<file path="src/rtl/rr_address_arbiter.sv">
// ---------------------------------------------------------------------------
// rr_address_arbiter
//
// Round-robin arbiter placed in front of the 2-bit address decoder. It picks
// one of NREQ requesters, presents the winner's index on `address` qualified
// by `valid`, and holds the grant until the owner pulses `done` or drops its
// request. Each release is followed by at least one idle cycle, so the
// decoder enables never hop directly from one line to another.
//
// Optional feature macro: ARB_TIMEOUT_EN
//   When defined, a hold counter force-releases a grant after TIMEOUT cycles
//   and pulses `timeout` for one cycle. When undefined, no counter exists,
//   `timeout` is tied low and a grant is held until `done` or withdrawal.
//
// Ports:
//   clk      in   1     rising-edge clock
//   reset    in   1     synchronous active-high reset
//   req      in   NREQ  request lines, bit i = requester i
//   done     in   1     release pulse from the granted requester
//   address  out  AW    index of the granted requester
//   valid    out  1     high while `address` carries a live grant
//   ptr      out  AW    current highest-priority index
//   timeout  out  1     one-cycle pulse after a forced release
// ---------------------------------------------------------------------------
module rr_address_arbiter #(
    parameter int NREQ    = 4,
    parameter int AW      = 2,
    parameter int TIMEOUT = 16
) (
    input  logic            clk,
    input  logic            reset,
    input  logic [NREQ-1:0] req,
    input  logic            done,
    output logic [AW-1:0]   address,
    output logic            valid,
    output logic [AW-1:0]   ptr,
    output logic            timeout
);

    localparam logic ST_IDLE  = 1'b0;
    localparam logic ST_GRANT = 1'b1;

    logic          r_state;
    logic [AW-1:0] r_address;
    logic          r_valid;
    logic [AW-1:0] r_ptr;
    logic          r_timeout;

    logic [AW-1:0] w_winner;
    logic          w_anyReq;
    logic          w_userRelease;
    logic          w_forceRelease;

    // Elaboration-time guard: the scan relies on index arithmetic wrapping
    // naturally at AW bits, and the hold counter is 8 bits wide.
    if (NREQ != (1 << AW)) begin : g_badNreq
        $error("rr_address_arbiter: NREQ must equal 2**AW");
    end
    if (TIMEOUT < 1 || TIMEOUT > 255) begin : g_badTimeout
        $error("rr_address_arbiter: TIMEOUT must be in 1..255");
    end

    // Scan from the highest offset down so that the set bit closest to ptr
    // (in wrap-around order) is the last one assigned and therefore wins.
    always_comb begin : winnerScan
        logic [AW-1:0] v_idx;
        w_winner = r_ptr;
        w_anyReq = 1'b0;
        v_idx    = '0;
        for (int i = NREQ - 1; i >= 0; i--) begin
            v_idx = r_ptr + AW'(i);
            if (req[v_idx]) begin
                w_winner = v_idx;
                w_anyReq = 1'b1;
            end
        end
    end

    // Owner-driven release: explicit done, or the owner withdrew its request.
    assign w_userRelease = done | ~req[r_address];

`ifdef ARB_TIMEOUT_EN
    localparam logic [7:0] LP_HOLD_LAST = 8'(TIMEOUT - 1);

    logic [7:0] r_holdCnt;

    // Counts cycles spent in GRANT; parked at zero while idle so every new
    // grant starts from a clean count.
    always_ff @(posedge clk) begin
        if (reset) begin
            r_holdCnt <= '0;
        end else if (r_state == ST_IDLE) begin
            r_holdCnt <= '0;
        end else begin
            r_holdCnt <= r_holdCnt + 8'd1;
        end
    end

    // A forced release only counts when no ordinary release is happening,
    // so `timeout` never pulses for a grant that ended normally.
    assign w_forceRelease = ~w_userRelease & (r_holdCnt == LP_HOLD_LAST);
`else
    assign w_forceRelease = 1'b0;
`endif

    always_ff @(posedge clk) begin
        if (reset) begin
            r_state   <= ST_IDLE;
            r_address <= '0;
            r_valid   <= 1'b0;
            r_ptr     <= '0;
            r_timeout <= 1'b0;
        end else begin
            r_timeout <= 1'b0;
            case (r_state)
                ST_IDLE: begin
                    if (w_anyReq) begin
                        r_address <= w_winner;
                        r_valid   <= 1'b1;
                        r_state   <= ST_GRANT;
                    end
                end
                ST_GRANT: begin
                    // Release always returns to IDLE for at least one cycle,
                    // which guarantees the gap between consecutive grants.
                    if (w_userRelease || w_forceRelease) begin
                        r_valid   <= 1'b0;
                        r_ptr     <= r_address + AW'(1);
                        r_state   <= ST_IDLE;
                        r_timeout <= w_forceRelease;
                    end
                end
                default: begin
                    r_state <= ST_IDLE;
                    r_valid <= 1'b0;
                end
            endcase
        end
    end

    assign address = r_address;
    assign valid   = r_valid;
    assign ptr     = r_ptr;
    assign timeout = r_timeout;

endmodule

</file>
<file path="config.mk">
export PLATFORM = sky130hd
export DESIGN_NAME = rr_address_arbiter
export DESIGN_NICKNAME = d
export VERILOG_FILES = /design/src/rtl/rr_address_arbiter.sv
export SDC_FILE = /design/constraint.sdc
export NUM_CORES = 1
export LEC_CHECK = 0
export CAP_MARGIN = 5
export CORE_AREA = 2 2 39 41
export CTS_CLUSTER_SIZE = 20
export DETAILED_ROUTE_END_ITERATION = 16
export DIE_AREA = 0 0 41 43
export GPL_ROUTABILITY_DRIVEN = 0
export PLACE_DENSITY = 0.57
export SYNTH_ARGS = -nofsm -noshare
export SYNTH_HDL_FRONTEND = slang
export SYNTH_SLANG_ARGS = --single-unit
</file>
<file path="constraint.sdc">
create_clock -name clk -period 3.1 [get_ports clk]
set_input_delay 0.775 -clock clk [delete_from_list [all_inputs] [get_ports clk]]
set_output_delay 0.775 -clock clk [all_outputs]
set_load 0.005 [all_outputs]
</file>
==> results_dict.tcl, run 1 <==
set metrics [dict create \
    outcome "finished clean" \
    min_from "valid" \
    grt_first_pass_wirelength_um 1300 \
    postCtsSetupRepairBufs 0 \
    drv_slew 0 \
    post-route-min-period_ns 1.99 \
    holdPathStages 2 \
    grt_max_degree 8 \
    antenna_left 0 \
    clock-sinks 6 \
    cts_tree "done" \
    finalPower_uw 215 \
    layout.nets 66 \
    criticalPathCategory "reg2out" \
    cts_buffers 3 \
    r2r_cells 4 \
    hold_viol 0 \
    rows 14 \
    path_cells "clkdlybuf4s50_1" \
    yosys_register_bits 6 \
    core_area_um2 1380 \
    clk_path_buf_depth 2 \
    port_buffers 11 \
    netlist_area_um2 365 \
    path_delay_family "buffers and inverters" \
    track_usage_pct 10.7 \
    dieArea_um2 1760 \
    seq_area_um2 120 \
    critPathBufInv 1 \
    routedWlPerCell_um 10.9 \
    fmax_mhz 503 \
    whs_ns 0.494 \
    r2r_setup_slack_ns 1.80 \
    crit_arrival_ns 1.21 \
    layout.cells.non_filler 73 \
    path_clk_slew_ns 0.04 \
    power.density_nw_per_um2 420 \
    ys_warn_count 0 \
    slowest_stage "clkdlybuf4s50_1" \
    drc 0 \
    cts_max_level 1 \
    worst_slack_ns 1.11 \
    r2r_end "ptr[0]" \
    hold_end "valid" \
    initial_core_util_pct 26.4 \
    crit_start "address[1]" \
    rsz0062_at_grt "false" \
    fp.dieW_um 41 \
    routed_wl_um 793 \
    vias 358 \
    worstReg2RegStart "address[1]" \
    syn_avg_cell_area_um2 8.30 \
    area_growth_syn_to_layout_pct 39.7 \
    diodes 0 \
    ctsResizeCount 0 \
    startpoint_type "flop" \
    overflow 0 \
    vdd_drop_max_mv 0.220 \
    root_buffer "clkbuf_4" \
    drv_cap 0 \
    drive_above_1_share_pct 10.5 \
    cp_max_fo 5 \
    synth_cells 44 \
    nFillCells 157 \
    dp_hpwl_um 602 \
    critPathRequiredTime_ns 2.32 \
    drt_iter0_markers 5 \
    die_h_um 43 \
    ios 13 \
    firstDrtPassIters 3 \
    antenna_found_initial 0 \
    dp.cells 70 \
    skew_ns 0.00394 \
    synth_nets 51 \
    grt_pass1_vias 324 \
    multi_input_area_um2 238 \
    finalCritPeriodShare_pct 64.1 \
    vias_per_cell 4.90 \
    setup_tns_ns 0 \
    synth.distinct_cells 21 \
    cts-hold-fix-buffers 0 \
    hold_class "reg2reg" \
    yosysSeqAreaShare_pct 32.9 \
    cpPeakStageDelay_ns 0.55 \
    setup_viol 0 \
    leakage_uw 0.000187 \
    worstSkewPairLatency_ns 0.24 \
    pre_cts_slack_ns 0.901 \
    end_kind "output port" \
]
==> placed cells by master, fill, tap and decap left out <==
cell,instances
mux2i_1,3
nor4_1,1
nand2_1,1
or2_1,1
clkbuf_4,3
nor2b_1,4
o311ai_0,1
o22ai_1,1
a21oi_1,7
or2_4,1
xor2_1,1
conb_1,1
or2_2,1
o41ai_1,1
o21bai_1,1
nor2_1,4
o21ai_0,2
dfxtp_1,6
clkdlybuf4s50_1,11
nand2b_1,4
o21a_1,1
o221ai_2,1
==> how the worst max path moves through the flow <==
stage | end | slack (ns) | cells past startpoint
global route | address[0] | 1.01 | 5
finish | address[1] | 1.11 | 1
global placement | address[1] | 0.91 | 5
floorplan | ptr[1] | 1.54 | 4
detailed placement | address[1] | 0.90 | 5
CTS | address[1] | 1.10 | 1
==> synth_stat cells <==
master | instances | share of area (%)
xor2_1 | 1 | 2.4
nand2b_1 | 4 | 6.8
or2_4 | 1 | 2.4
o21ai_0 | 2 | 2.7
nor4_1 | 1 | 1.7
dfxtp_1 | 6 | 33
o21a_1 | 1 | 2.1
buf_4 | 1 | 2.1
nor2_1 | 4 | 4.1
o311ai_0 | 1 | 2.4
a21oi_1 | 7 | 9.6
or2_2 | 1 | 1.7
o41ai_1 | 1 | 2.4
o21bai_1 | 1 | 2.1
nor2b_1 | 4 | 6.8
or2_1 | 1 | 1.7
o221ai_2 | 1 | 4.1
o22ai_1 | 1 | 1.7
nand2_1 | 1 | 1.0
mux2i_1 | 3 | 8.2
conb_1 | 1 | 1.0
==> report_power, final <==
| group | total (uW) | switching (uW) | internal (uW) |
|---|---|---|---|
| Combinational | 52.7 | 21.3 | 31.4 |
| Sequential | 92.5 | 8.38 | 84.1 |
| Clock | 69.4 | 25.8 | 43.6 |
==> routing by layer <==
metal	up-vias	part of all wire (%)	track usage (%)
li1	186	-	-
met4	0	0	8.00
met3	0	5.0	1.57
met5	-	0	0
met1	163	49	14.2
met2	9	46	14.7
==> through the flow <==
step,util [%],cell area (um2)
detailed placement,35.3,488
global placement,35.3,488
floorplan,-,365
finish,36.9,510
global route,36.9,510
CTS,36.9,510
==> area by class of cell <==
type	instances	area share [%]
Sequential cell	6	23.5
Timing Repair Buffer	11	21.6
Multi-Input combinational cell	37	46.6
Clock buffer	3	4.41
Tap cell	16	3.92
==> sequential cells by signal, summed over array words and instances, names as in the netlist <==
register / cells
r_state: 1
valid: 1
address: 2
ptr: 2
==> logic make-up after synthesis <==
logic type,synth area share (%)
simple gates,26.4
compound gates,27.1
flops,32.9
mux,8.22
xor+xnor,2.40
buf+inv,2.06
other cells,1.03
==> worst register-to-register path: stages, from the launching register on <==
cell and delay, ns:
dfxtp_1 0.43, mux2i_1 0.29, o221ai_2 0.17, or2_1 0.24, a21oi_1 0.11
Note: power is estimated with default switching activity, not from simulation.
==> inputs of run 2 (changes only) <==
Clock period 3.1 ns to 2.05 ns, I/O delays scaled along.
==> results_dict.tcl, run 2 (synthesis results as in run 1) <==
set metrics [dict create \
    multi_input_area_um2 238 \
    postCtsSetupRepairBufs 0 \
    cts-hold-fix-buffers 0 \
    nFillCells 151 \
    criticalPathCategory "in2reg" \
    drive_above_1_share_pct 10.5 \
    setup_viol 0 \
    drt_iter0_markers 7 \
    grt_pass1_vias 329 \
    overflow 0 \
    cts_max_level 1 \
    setup_tns_ns 0 \
    drc 0 \
    routedWlPerCell_um 11.2 \
    path_clk_slew_ns 0.04 \
    dp_hpwl_um 613 \
    hold_class "reg2reg" \
    fmax_mhz 575 \
    clk_path_buf_depth 2 \
    rows 14 \
    finalCritPeriodShare_pct 84.9 \
    p_comb_share_pct 24.4 \
    antenna_found_initial 0 \
    p_sw_uw 84.6 \
    core_area_um2 1380 \
    routed_wl_um 815 \
    outcome "finished clean" \
    die_h_um 43 \
    vias_per_cell 4.85 \
    cts_tree "done" \
    dieArea_um2 1760 \
    diodes 0 \
    layout.cells.non_filler 73 \
    startpoint_type "input pin" \
    port_buffers 11 \
    seq_power_share_pct 43.2 \
    dp.cells 70 \
    track_usage_pct 11.1 \
    p_int_uw 241 \
    post-route-min-period_ns 1.74 \
    area_growth_syn_to_layout_pct 39.7 \
    crit_arrival_ns 1.85 \
    initial_core_util_pct 26.4 \
    clock-sinks 6 \
    critPathRequiredTime_ns 2.16 \
    power.density_nw_per_um2 637 \
    hold_viol 0 \
    drv_slew 0 \
    ctsResizeCount 0 \
    grt_first_pass_wirelength_um 1320 \
    leakage_uw 0.000187 \
    skew_ns 0.00175 \
    fp.dieW_um 41 \
    rsz0062_at_grt "false" \
    ios 13 \
    cts_buffers 3 \
    p_sw_share_pct 26.0 \
    cp_max_fo 6 \
    grt_max_degree 8 \
    pwr-share-clk_pct 32.4 \
    vias 354 \
    layout_commonest_cell "clkdlybuf4s50_1" \
    firstDrtPassIters 4 \
    vdd_drop_max_mv 0.396 \
    end_kind "flop" \
    worstSkewPairLatency_ns 0.24 \
    layout.nets 66 \
    final_cell_mix "clkdlybuf4s50_1 (11), a21oi_1 (7), dfxtp_1 (6)" \
    drv_cap 0 \
    antenna_left 0 \
    root_buffer "clkbuf_4" \
    seq_area_um2 120 \
]
-- run 2: area by class of cell --
type	count	area share, %
Multi-Input combinational cell	37	46.6
Timing Repair Buffer	11	21.6
Clock buffer	3	4.41
Tap cell	16	3.92
Sequential cell	6	23.5
-- run 2: worst max-delay path, stage by stage --
cell and delay, ns:
clkdlybuf4s50_1 0.49, nor4_1 0.46, nor2_1 0.14, o311ai_0 0.13, a21oi_1 0.11
-- run 2: power by group through the flow --
stage          logic, uW  registers [uW]  clock network [uW]
2_1_floorplan       42.2             141                   0
3_3_place_gp        80.0             142                   0
3_5_place_dp        79.5             142                   0
4_1_cts             80.1             140                 110
5_1_grt             88.1             142                 120
6_report            79.4             140                 105
-- run 2: worst paths after layout --
check | start | endpoint | slack, ns | cells after the start
hold reg to reg | valid | valid | 0.49 | 2
setup / recovery | req[1] | address[1] | 0.31 | 5
setup reg to reg | address[1] | ptr[0] | 0.74 | 4
hold / removal | valid | valid | 0.49 | 2
-- run 2: metrics by stage --
stage                     hold slack [ns]  total power, uW  utilization, %  cell area (um2)  setup slack, ns
after floorplan                     0.482              183               -              365            0.749
after detailed placement            0.489              222            35.3              488           0.0883
after global placement              0.473              222            35.3              488          0.00927
final                               0.491              325            36.9              510            0.309
after global routing                0.519              350            36.9              510            0.248
after CTS                           0.499              330            36.9              510            0.312
-- run 2: metal layers --
metal	up-vias	track usage [%]	wire [um]
met4	0	8.00	11
met5	-	0	0
met1	160	15.4	407
met3	2	3.14	42
li1	183	-	-
met2	9	14.1	354
